[src/rtl/dsp_sequencer.sv]
// Per-sample program sequencer: streams prog_len words from program RAM into the core, drains the pipeline, pulses done.
// Optional completed-frame counter is built only when DSP_SEQ_FRAME_COUNT_EN is defined.
module dsp_sequencer #(
  parameter int unsigned INSTR_WIDTH     = 26,
  parameter int unsigned PROG_ADDR_WIDTH = 10,
  parameter int unsigned PIPELINE_DEPTH  = 4
) (
  input  logic                       clk,
  input  logic                       reset_n,
  input  logic                       sample_tick,
  input  logic                       enable,
  input  logic [PROG_ADDR_WIDTH:0]   prog_len,
  output logic [PROG_ADDR_WIDTH-1:0] prog_rd_addr,
  input  logic [INSTR_WIDTH-1:0]     prog_rd_data,
  output logic [INSTR_WIDTH-1:0]     instruction,
  output logic                       busy,
  output logic                       done,
  output logic                       overrun,
  input  logic                       overrun_clr,
  output logic [15:0]                frame_count
);

  localparam int unsigned LEN_W        = PROG_ADDR_WIDTH + 1;
  localparam int unsigned DRAIN_CYCLES = PIPELINE_DEPTH + 2;
  localparam int unsigned DRAIN_W      = $clog2(DRAIN_CYCLES + 1);
  localparam logic [LEN_W-1:0] MAX_LEN = {1'b1, {PROG_ADDR_WIDTH{1'b0}}};

  typedef enum logic [1:0] {
    S_IDLE,
    S_RUN,
    S_DRAIN,
    S_DONE
  } state_e;

  state_e                     state_q;
  logic [PROG_ADDR_WIDTH-1:0] last_addr_q;
  logic [DRAIN_W-1:0]         drain_cnt_q;
  logic                       fetch_valid_q;

  logic                       tick_ok_c;
  logic [PROG_ADDR_WIDTH-1:0] last_addr_c;

  // Storing len-1 keeps the end-of-program compare within the address width, so pc never wraps.
  assign tick_ok_c   = sample_tick & enable & (prog_len != '0);
  assign last_addr_c = (prog_len >= MAX_LEN) ? '1
                                             : PROG_ADDR_WIDTH'(prog_len - LEN_W'(1));

  always_ff @(posedge clk or negedge reset_n) begin
    if (!reset_n) begin
      state_q       <= S_IDLE;
      last_addr_q   <= '0;
      drain_cnt_q   <= '0;
      fetch_valid_q <= 1'b0;
      prog_rd_addr  <= '0;
      instruction   <= '0;
      busy          <= 1'b0;
      done          <= 1'b0;
      overrun       <= 1'b0;
    end else begin
      fetch_valid_q <= 1'b0;
      done          <= 1'b0;
      case (state_q)
        S_IDLE: begin
          if (tick_ok_c) begin
            state_q      <= S_RUN;
            prog_rd_addr <= '0;
            last_addr_q  <= last_addr_c;
            busy         <= 1'b1;
          end
        end
        S_RUN: begin
          fetch_valid_q <= 1'b1;
          if (prog_rd_addr == last_addr_q) begin
            state_q     <= S_DRAIN;
            drain_cnt_q <= '0;
          end else begin
            prog_rd_addr <= prog_rd_addr + PROG_ADDR_WIDTH'(1);
          end
        end
        S_DRAIN: begin
          if (drain_cnt_q == DRAIN_W'(DRAIN_CYCLES - 1)) begin
            state_q <= S_DONE;
            busy    <= 1'b0;
            done    <= 1'b1;
          end else begin
            drain_cnt_q <= drain_cnt_q + DRAIN_W'(1);
          end
        end
        S_DONE: begin
          // A tick landing on done starts the next frame back-to-back.
          if (tick_ok_c) begin
            state_q      <= S_RUN;
            prog_rd_addr <= '0;
            last_addr_q  <= last_addr_c;
            busy         <= 1'b1;
          end else begin
            state_q <= S_IDLE;
          end
        end
        default: state_q <= S_IDLE;
      endcase

      instruction <= fetch_valid_q ? prog_rd_data : '0;

      // Busy means RUN or DRAIN; a tick there is dropped and flagged. Set beats clear.
      if (sample_tick && busy) begin
        overrun <= 1'b1;
      end else if (overrun_clr) begin
        overrun <= 1'b0;
      end
    end
  end

`ifdef DSP_SEQ_FRAME_COUNT_EN
  logic [15:0] frame_count_q;

  always_ff @(posedge clk or negedge reset_n) begin
    if (!reset_n) begin
      frame_count_q <= '0;
    end else if (done) begin
      frame_count_q <= frame_count_q + 16'd1;
    end
  end

  assign frame_count = frame_count_q;
`else
  assign frame_count = '0;
`endif

endmodule

[config.mk]
export PLATFORM = sky130hd
export DESIGN_NAME = dsp_sequencer
export DESIGN_NICKNAME = d
export VERILOG_FILES = /design/src/rtl/dsp_sequencer.sv
export SDC_FILE = /design/constraint.sdc
export NUM_CORES = 1
export LEC_CHECK = 0
export BUFFER_PORTS_ARGS = -buffer_cell sky130_fd_sc_hd__buf_2
export CORE_UTILIZATION = 50
export DETAILED_ROUTE_END_ITERATION = 8
export PLACE_DENSITY = 0.8
export SYNTH_ARGS = -nofsm -noshare
export SYNTH_HDL_FRONTEND = slang
export SYNTH_SLANG_ARGS = --single-unit
[constraint.sdc]
create_clock -name clk -period 2.4 [get_ports clk]
set_clock_uncertainty 0.15 [all_clocks]
set_input_delay 0.6 -clock clk [delete_from_list [all_inputs] [get_ports clk]]
set_output_delay 0.6 -clock clk [all_outputs]
set_load 0.01 [all_outputs]
==> After elaboration in Yosys (flattened, before gate mapping) <==
Index checks and enable logic that the tools add are counted.
{ "word_totals": {"out_inout_bits": 55, "in_bits": 42, "ff_bits": 55, "rom_bits": 0, "n_memories": 0, "ramBits": 0, "latch_bits": 0} }
{ "classes": {"eq_ne": 11, "magnitude_cmp": 1, "n_addsub": 3, "shift": 0, "n_reduce_logical": 13, "bitwise_logic": 2, "div_mod_pow": 0, "mul": 0, "n_mux": 21} }
{ "op_table": {"columns": ["op", "n"], "rows": [
  ["$mux W10", 3],
  ["$mux W26", 1],
  ["$pmux W10 S2", 1],
  ["$reduce_and A3 Y1", 4],
  ["$ge A11 B11 Y1 const B", 1],
  ["$reduce_bool A11 Y1", 1],
  ["$add A10 B1 Y10 const B", 1],
  ["$eq A10 B10 Y1", 1],
  ["$ne A2 B2 Y1 const B", 5],
  ["$sub A10 B1 Y10 const B", 1],
  ["$mux W1", 8],
  ["$pmux W2 S4", 1],
  ["$reduce_bool A2 Y1", 4],
  ["$mux W2", 3],
  ["$mux W3", 2],
  ["$pmux W3 S2", 1],
  ["$eq A2 B2 Y1 const B", 2],
  ["$add A3 B1 Y3 const B", 1],
  ["$eq A3 B3 Y1 const B", 1],
  ["$and A1 B1 Y1", 2],
  ["$eq A2 B1 Y1 const B", 1],
  ["$logic_not A2 Y1", 1],
  ["$ne A2 B1 Y1 const B", 1],
  ["$pmux W1 S2", 1],
  ["other kinds (3)", 3]
]} }

==> Depth between registers and ports, before layout <==
{ "logic_depth": {"depth_word": 4, "depth_mapped": 8} }

==> Least setup slack after synthesis <==
No wires, ideal clock.
{ "synth_timing": {"path_type": "input -> register", "startpoint": "input prog_len[0]", "endpoint": "register last_addr_q[0]", "setup_slack_ps": 132, "path_buffers": 1, "path_stages": 8, "t_required_ps": 2168, "arrival_time_ps": 2036, "path_cell_list": "inv_1 > ha_1 > nor3b_1 > a41oi_1 > and2_1 > clkbuf_1 > nor2_1 > a31oi_1"} }
{ "synth_between": {"elab_chain_cells": 3, "elab_cells_between_ends": 6, "classes_between": "1 x add/sub; 1 x order compare; 1 x mux; 1 x bitwise; 2 x reduce/logical"} }
{ "synth_rtl": {"columns": ["item", "line", "text"], "rows": [
  ["start, declared", "12", "input logic [PROG_ADDR_WIDTH:0] prog_len,"],
  ["parallel branches: the longest is 3 deep, another holds $sub A10 B1 Y10", null, null],
  ["end signal, assigned", "67", "last_addr_q <= last_addr_c;"],
  ["end signal, assigned", "94", "last_addr_q <= last_addr_c;"],
  ["end, declared", "36", "logic [PROG_ADDR_WIDTH-1:0] last_addr_q;"]
]} }
Parallel ways; which one is timed is not known.
A chain may end at the register's enable or synchronous reset.

==> Worst setup path in the final report <==
{ "layout_timing": {"startpoint": "register prog_rd_addr[5]", "endpoint": "register prog_rd_addr[8]"} }
{ "layout_between": {"elab_chain_cells": 3, "elab_cells_between_ends": 6, "classes_between": "1 x add/sub; 2 x eq/ne; 2 x mux; 1 x reduce/logical"} }
{ "layout_rtl": {"columns": ["item", "line", "text"], "rows": [
  ["start, declared", "13", "output logic [PROG_ADDR_WIDTH-1:0] prog_rd_addr,"],
  ["start signal, assigned", "77", "prog_rd_addr <= prog_rd_addr + PROG_ADDR_WIDTH'(1);"],
  ["$add A10 B1 Y10 / $eq A10 B10 Y1 (equally long branches)", "77, 73", null],
  ["$mux W10 / $ne A2 B2 Y1 (equally long branches)", null, null],
  ["$pmux W10 S2 / $reduce_and A3 Y1 (equally long branches)", null, null]
]} }
Several ways; a longest one is shown, not always the timed one. The select of a mux whose other input is x is not followed.

==> impl_metrics.ini <==
[run_status]
status = finished clean

[critical_path]
crit_buf_inv = 1
crit_type = reg -> reg
critPathMaxStageDelay_ns = 0.48
cp-end-kind = register
crit_arrival_ns = 2.29
crit_family = compound AO/OA/AOI/OAI gates
slowest_stage = dfrtp_2
crit_path_max_fanout = 10
critPathLaunchType = register
required_ns = 2.45
path_cells = xor2_1 -> nor4_2 -> buf_4 -> a41oi_4 -> o21ai_2 -> a221o_2

[pwr]
p_int_w = 0.00204
clockPowerShare_pct = 16.2
pwr-share-comb_pct = 41.3
switching_share_pct = 40.0
powerDensity_nw_per_um2 = 1020
seqPwrFrac_pct = 42.5
netSwitchingPower_w = 0.00136
p_leak_nw = 1.74
max-vdd-ir-drop_mv = 0.438
p_total_w = 0.00340

[synth]
synth_top_family_by_area = simple AND/OR/NAND/NOR gates
synth-compound-area-share_pct = 12.0
syn_area_per_cell_um2 = 10.6
async_flop_share_pct = 100
ys_top_cells_by_area = dfrtp_1 (51%), and2_1 (6.5%), buf_4 (4.4%)
synth_common_cells = dfrtp_1 (55), and2_1 (28), nor2_1 (19), buf_4 (16), xor2_1 (13)
synth_xor_area_share_pct = 5.51
synth_mux_area_share_pct = 0.416
yosysWarnings = 0
synth_simple_gate_area_share_pct = 20.5
synth_cell_type_count = 47
syn_area_um2 = 2700
netlist_instances = 254
yosysTopAreaCell = dfrtp_1
ys_seq_area_share_pct = 50.9
synth_seq_cells = 55
yosys.area_share.adder_pct = 3.70
synth_edf_count = 0
synth_top_area_share_pct = 50.9
synthFlopType = dfrtp_1
synth.most_common_cell = dfrtp_1

[cells_and_area]
diodes = 0
finish.utilization_pct = 64.2
drive_gt1_share_pct = 32.6
area_growth_pct = 22.8
final_nets = 399
design_area_um2 = 3320

[drt]
route.met3.wl_um = 292
dr.pass1.iters = 4
ant_nets = 0
wl_met2_um = 2950
wl_per_cell_um = 13.7
drt_first_iter_violations = 194
vias = 2158
wl_met1_um = 2390
routed.top_layer = met4
drc = 0
wl_um = 5750
avgViaCountPerCell = 5.14

[timing]
max_freq_mhz = 445
rsz0062_at_grt = false
tightest_slew_ns = 0.561
fin_hold_ws_ns = 0.0576
period_share_pct = 93.6
setup_ws_ns = 0.153
finalMaxSlewViolations = 0
slew_headroom_pct = 62.4
setup_viol = 0
hold_violations = 0
fin_crit_ns = 2.25

[global_routing]
grt_max_degree = 27
grt_overflow = 0
grt.total_usage_pct = 22.0
grt_pass1_wl_um = 9300
antenna_found_initial = 0
grt_pass1_vias = 2033

[clocking]
cts_sinks = 55
cts_tree = yes
cts_buffers = 5
clk_latency_ns = 0.31
htree_levels = 2
clkTransAtPathRegs_ns = 0.11
clock-root-buffer = clkbuf_8
clockBufferDepth = 2

[floorplan]
core_area_um2 = 5170
fp.dieH_um = 75.5
ios = 97
rows = 26
initial_utilization_pct = 52.3
die_area_um2 = 5710
dieWidth_um = 75.5

[placed_design]
pre_cts_slack_ns = -0.0668
gp_congestion = 0.746
dpl_cell_area_um2 = 3220
portBuffers = 80
dp_hpwl_um = 4470

[hold_path]
hold_path_class = in -> async

[run]
cap_violations = 0
cells in the final DEF, fill, tap and decap left out, types with 7 or more instances in the layout:
master / count
a31oi_1: 10
and2_1: 28
and3_1: 9
buf_2: 80
buf_4: 15
conb_1: 16
dfrtp_1: 54
ha_1: 8
inv_1: 9
nand2_1: 9
nor2_1: 19
nor3_1: 7
xor2_1: 13
timing repair:
| item | CTS | global route |
|---|---|---|
| buffers inserted | 0 | 0 |
| endpoints found under the hold margin | 0 | 0 |
| hold buffers | 0 | 0 |
| endpoints found under the setup margin | 0 | 2 |
| gates resized for setup | 0 | 1 |
per-layer routing:
metal | vias to the layer above | track usage (%)
met4 | 0 | 6.17
met3 | 12 | 4.50
li1 | 1043 | -
met2 | 68 | 39.7
met5 | - | 0
met1 | 1035 | 26.7
flip-flops by register name (all words and copies together) (netlist names):
register / cells
prog_rd_addr: 10
fetch_valid_q: 1
instruction: 26
last_addr_q: 10
state_q: 2
overrun: 1
busy: 1
done: 1
drain_cnt_q: 3
power by group through the flow:
stage	sequential [W]	clock (W)	combinational, W
6_report	0.00144	0.000551	0.00140
3_5_place_dp	0.00147	0	0.00141
4_1_cts	0.00144	0.000559	0.00141
3_3_place_gp	0.00145	0	0.00135
2_1_floorplan	0.00148	0	0.000857
5_1_grt	0.00149	0.000608	0.00155
area by class of cell:
cell class	count	area, um2
Fill cell	416	1850
Timing Repair Buffer	95	513
Tap cell	70	87.6
Clock inverter	3	33.8
Clock buffer	5	68.8
Multi-Input combinational cell	181	1200
Sequential cell	55	1380
Inverter	11	41.3
stage by stage:
| stage | instances | setup TNS [ns] |
|---|---|---|
| after CTS | 420 | 0 |
| after detailed placement | 412 | -0.229 |
| after global placement | 412 | 0 |
| after floorplan | 269 | 0 |
| final | 420 | 0 |
| after global routing | 420 | 0 |
final timing paths:
kind / slack (ns) / cells after the start / endpoint / from
setup / recovery: 0.15 / 6 / prog_rd_addr[8]$_DFFE_PN0P_ / prog_rd_addr[5]$_DFFE_PN0P_
hold / removal: 0.06 / 1 / instruction[9]$_DFF_PN0_ / reset_n
setup reg to reg: 0.15 / 6 / prog_rd_addr[8]$_DFFE_PN0P_ / prog_rd_addr[5]$_DFFE_PN0P_
hold reg to reg: 0.39 / 2 / overrun$_DFFE_PN0P_ / overrun$_DFFE_PN0P_
max in group asynchronous: 1.41 / 2 / prog_rd_addr[5]$_DFFE_PN0P_ / reset_n
min in group clk: 0.32 / 2 / overrun$_DFFE_PN0P_ / overrun_clr
cells by family (layout without fill, tap and decap cells):
kind of cell,Yosys count,after routing
simple gates,97,97
flops,55,55
compound gates,42,42
buf+inv,33,114
xor+xnor,17,17
fa+ha+maj,8,8
other cells,1,16
mux,1,1
Note: power is estimated with default switching activity, not from simulation.
